<file path="src/rtl/ve_mult_seq.sv">
// Sequential vertical-and-crosswise multiplier: one digit column per clock, valid/ready in and out.
// Define VE_MULT_SIGNED_EN for two's-complement operands (sign-magnitude internally).
module ve_mult_seq #(
  parameter int unsigned WIDTH = 32,
  parameter int unsigned DIGIT = 8
) (
  input  logic                 clk,
  input  logic                 rst,
  input  logic                 in_valid,
  output logic                 in_ready,
  input  logic [WIDTH-1:0]     a,
  input  logic [WIDTH-1:0]     b,
  output logic                 out_valid,
  input  logic                 out_ready,
  output logic [2*WIDTH-1:0]   p,
  output logic                 busy
);

  localparam int unsigned N  = WIDTH / DIGIT;
  localparam int unsigned PW = 2 * WIDTH;
  localparam int unsigned SW = 2 * DIGIT + $clog2(N);
  localparam int unsigned CW = $clog2(2 * N - 1);
  localparam logic [CW-1:0] LAST_COL = CW'(2 * N - 2);

  typedef enum logic [1:0] {IDLE, CALC, DONE} state_t;

  state_t           state;
  logic [WIDTH-1:0] a_q, b_q;
  logic [WIDTH-1:0] a_mag, b_mag;
  logic [PW-1:0]    acc;
  logic [PW-1:0]    acc_sum;
  logic [CW-1:0]    col;
  logic [SW-1:0]    col_sum;
  logic [DIGIT-1:0] b_sel;

`ifdef VE_MULT_SIGNED_EN
  logic sign_q;
  assign a_mag = a[WIDTH-1] ? -a : a;
  assign b_mag = b[WIDTH-1] ? -b : b;
`else
  assign a_mag = a;
  assign b_mag = b;
`endif

  // Column sum: each a digit pairs with the single b digit that lands in column col
  always_comb begin
    col_sum = '0;
    b_sel   = '0;
    for (int i = 0; i < int'(N); i++) begin
      b_sel = '0;
      for (int j = 0; j < int'(N); j++) begin
        if (i + j == int'(col)) b_sel = b_q[j*DIGIT +: DIGIT];
      end
      col_sum = col_sum + SW'(a_q[i*DIGIT +: DIGIT]) * SW'(b_sel);
    end
  end

  assign acc_sum = acc + (PW'(col_sum) << (DIGIT * col));

  always_ff @(posedge clk or posedge rst) begin
    if (rst) begin
      state     <= IDLE;
      a_q       <= '0;
      b_q       <= '0;
      acc       <= '0;
      col       <= '0;
      p         <= '0;
      out_valid <= 1'b0;
      busy      <= 1'b0;
      in_ready  <= 1'b0;
`ifdef VE_MULT_SIGNED_EN
      sign_q    <= 1'b0;
`endif
    end else begin
      case (state)
        IDLE: begin
          in_ready <= 1'b1;
          if (in_valid && in_ready) begin
            a_q      <= a_mag;
            b_q      <= b_mag;
`ifdef VE_MULT_SIGNED_EN
            sign_q   <= a[WIDTH-1] ^ b[WIDTH-1];
`endif
            acc      <= '0;
            col      <= '0;
            in_ready <= 1'b0;
            busy     <= 1'b1;
            state    <= CALC;
          end
        end
        CALC: begin
          acc <= acc_sum;
          if (col == LAST_COL) begin
`ifdef VE_MULT_SIGNED_EN
            p <= sign_q ? -acc_sum : acc_sum;
`else
            p <= acc_sum;
`endif
            out_valid <= 1'b1;
            state     <= DONE;
          end else begin
            col <= col + CW'(1);
          end
        end
        DONE: begin
          if (out_ready) begin
            out_valid <= 1'b0;
            busy      <= 1'b0;
            in_ready  <= 1'b1;
            state     <= IDLE;
          end
        end
        default: state <= IDLE;
      endcase
    end
  end

endmodule

</file>
<file path="config.mk">
export PLATFORM = sky130hd
export DESIGN_NAME = ve_mult_seq
export DESIGN_NICKNAME = d
export VERILOG_FILES = /design/src/rtl/ve_mult_seq.sv
export SDC_FILE = /design/constraint.sdc
export NUM_CORES = 1
export LEC_CHECK = 0
export CAP_MARGIN = 20
export CORE_MARGIN = 2
export CORE_UTILIZATION = 56
export DETAILED_ROUTE_END_ITERATION = 10
export GPL_TIMING_DRIVEN = 0
export PLACE_DENSITY = 0.84
export SLEW_MARGIN = 20
export SYNTH_ARGS = -nofsm -noshare
export SYNTH_HDL_FRONTEND = slang
export SYNTH_SLANG_ARGS = --single-unit
</file>
<file path="constraint.sdc">
create_clock -name clk -period 12 [get_ports clk]
set_clock_uncertainty 0.05 [all_clocks]
set_input_delay 2.4 -clock clk [delete_from_list [all_inputs] [get_ports clk]]
set_output_delay 2.4 -clock clk [all_outputs]
set_load 0.1 [all_outputs]
</file>
==> summary.md <==
| Metric | Value |
|---|---|
| Run status | complete, no violations |
| Final hold slack | 439 ps |
| Fillers | 3,220 |
| DRC | 0 |
| Dpl hpwl | 52,700 µm |
| Most used routing layer | met2 |
| CP arrival | 12,240 ps |
| Pin count of the biggest net entering global routing | 82 |
| Yosys top cell area share | 22.9% |
| Path type of the worst min-delay path | reg -> reg |
| Synth warnings | 0 |
| Seq cells post-synth | 200 |
| Initial Util | 56.7% |
| CTS buffer count | 17 |
| Worst slew pin tran | 1000 ps |
| Buffer depth of the longest clock path | 2 |
| FF-to-FF Start | col[2] |
| Vias post-DR | 19,300 |
| CP Max Fanout | 10 |
| Setup_tns | 0 ps |
| M1 GR Usage | 43.6% |
| Global-route wire length before repair | 107,000 µm |
| Global Route Usage Sum | 34.1% |
| Drt first pass iters | 8 |
| Worst-path clk slew | 100 ps |
| TritonCTS Sinks | 200 |
| Synthesized area per cell | 8.51 µm² |
| Minimum clock period | 11,830 ps |
| Drt wl/cell | 20.5 µm |
| Core area | 38,600 µm² |
| # Max-Cap Violations | 0 |
| IO Port Bufs | 134 |
| Final Max Slew Viols | 0 |
| Site Rows | 72 |
| Initial antenna violation count | 0 |
| Crit Path Category | reg -> reg |
| Hold Crit Start | p[46] |
| CTS tree | built |
| Post-route ant nets | 0 |
| WL final | 67,500 µm |
| Final Cycle Share | 98.6% |
| Critical path launch point | col[2] |
| Asr flop ratio synth | 100% |
| Io pins | 135 |
| Peak per-stage delay on the critical path | 560 ps |
| Share of cells above drive strength 1 | 7.26% |
| H-tree levels | 4 |
| Global route total overflow | 0 |
| Vias in the first global route | 19,900 |
| Die Ht | 202 µm |
| Synth unique cells | 70 |
| RSZ-0062 raised after global routing | true |
| Top post-synthesis cells by area | dfrtp_1 (23%), fa_1 (21%), ha_1 (11%), nand2_1 (7.1%), inv_1 (5.8%) |
| Drt initial violations | 1,645 |
| M2 GR Usage | 55.8% |
| Largest area contributor in the netlist | dfrtp_1 |
| CP dominant cell by count | fa_1 |
| NumNets Final | 3,258 |
| Most frequent cell after synthesis | nand2_1 |
| Number of synthesized flops with an enable pin | 0 |
| Met3 Use GR | 6.48% |
| # diodes | 0 |
| Layout area overhead | 16.5% |
| Net Count, Synth | 3,061 |
| Slew margin rel. | 32.8% |
| Post-synth top cells | nand2_1 (412), inv_1 (336), fa_1 (225) |
| Crit start category | register |
| Final setup viols | 0 |
| Placer Congestion | 0.960 |
| CTS root buffer | clkbuf_16 |
| Post-synthesis sequential area ratio | 22.9% |
| Worst path slowest cell | a32oi_2 |
| Worst skew pair latency | 520 ps |
| Post-Syn Instances | 2,571 |
| F_max | 84.5 MHz |
| Vias per inst | 5.85 |
| Post-synth top flop | dfrtp_1 |
| Critical Path End Type | register |
| DIE AREA | 40,600 µm² |
| Die W | 202 µm |
| Final hold violation count | 0 |
| Post-Synthesis Cell Area | 21,900 µm² |
| Crit path required time | 12,400 ps |
metal layers:
layer  wire length [µm]  share of wire (%)  vias up
met5                  0                  0        -
met4               3560                5.3        0
met3               4970                7.4      200
met2              32000                 47      844
met1              27000                 40     9498
li1                   -                  -     8764
registers in the layout, indices dropped and copies added (netlist names):
name,count
a_q,32
acc,64
b_q,32
busy,1
col,3
in_ready,1
out_valid,1
p,64
state,2
metrics by stage:
stage / area (µm²) / cells / worst slack, ps / utilization [%]
finish: 25500 / 3299 / 166 / 66.1
global route: 25500 / 3299 / -87.8 / 66.1
floorplan: 21900 / 2571 / 647 / -
CTS: 25100 / 3288 / 3.78 / 65.1
detailed placement: 24000 / 3241 / -2240 / 62.3
global placement: 23900 / 3223 / -2140 / 61.9
kinds of logic after synthesis:
| kind of cell | after synthesis | share of synthesized area [%] |
|---|---|---|
| fa+ha+maj | 422 | 31.9 |
| buf+inv | 442 | 7.60 |
| mux | 14 | 0.652 |
| simple gates | 932 | 20.2 |
| compound gates | 484 | 13.7 |
| xor+xnor | 77 | 3.08 |
| flops | 200 | 22.9 |
cells in the final DEF (no fill, tap or decap), types with 7 or more instances in the layout:
master / instances
o21ai_0: 170
a21o_1: 28
a222oi_1: 8
nor2_1: 106
clkbuf_1: 63
nand4_1: 19
a31oi_1: 10
clkdlybuf4s50_1: 134
inv_1: 334
o21a_1: 7
clkbuf_16: 17
o21ai_1: 11
fa_1: 224
o21bai_1: 27
buf_4: 40
a21oi_2: 8
a21oi_1: 113
and2_1: 59
xor2_1: 27
xnor2_1: 46
a211oi_1: 7
mux2i_1: 10
nor3_1: 11
a22oi_2: 7
a22oi_1: 12
nor2b_1: 129
ha_1: 189
and3_1: 11
nand2_1: 411
dfrtp_1: 199
nand3_1: 90
buf_2: 17
a32oi_4: 7
clkbuf_2: 8
nand2b_1: 67
or3_1: 7
worst max-delay path: cells and delay by family, from the launching register on:
| kind | cells | cell delay, ps |
|---|---|---|
| AOI/OAI and AO/OA | 13 | 3060 |
| xor gates and xnor gates | 1 | 170 |
| DFF | 1 | 490 |
| and+or+nand+nor | 7 | 1890 |
| buffers and inverters | 7 | 1130 |
| adders and majority gates | 11 | 4940 |
worst paths after layout:
path	end	slack (ps)	cells past startpoint
worst max-delay path	p[58]	170	39
worst min-delay path	p[46]	440	2
max in group asynchronous	p[29]	8510	4
worst max register to register	p[58]	170	39
min in group asynchronous	b_q[16]	2230	2
worst min register to register	p[46]	440	2
timing repair:
item / CTS / global route
resized for setup: 81 / 82
hold buffers: 0 / 0
setup endpoints to repair: 104 / 56
hold endpoints to repair: 0 / 0
pin swaps: 17 / 19
setup buffers: 22 / 15
cell type report:
cell class | count | area (µm²) | area share (%)
multi-input cells | 1929 | 15700 | 61.8
flip-flops and latches | 200 | 5010 | 19.6
repair buffers | 189 | 1780 | 7.00
inverters | 338 | 1280 | 5.04
well taps | 518 | 648 | 2.54
clock buffers | 18 | 439 | 1.72
plain buffers | 93 | 418 | 1.64
clock inverters | 14 | 166 | 0.653
Power is not shown: default switching activity piles up to over one toggle a cycle in this logic, so the estimate is an artifact.
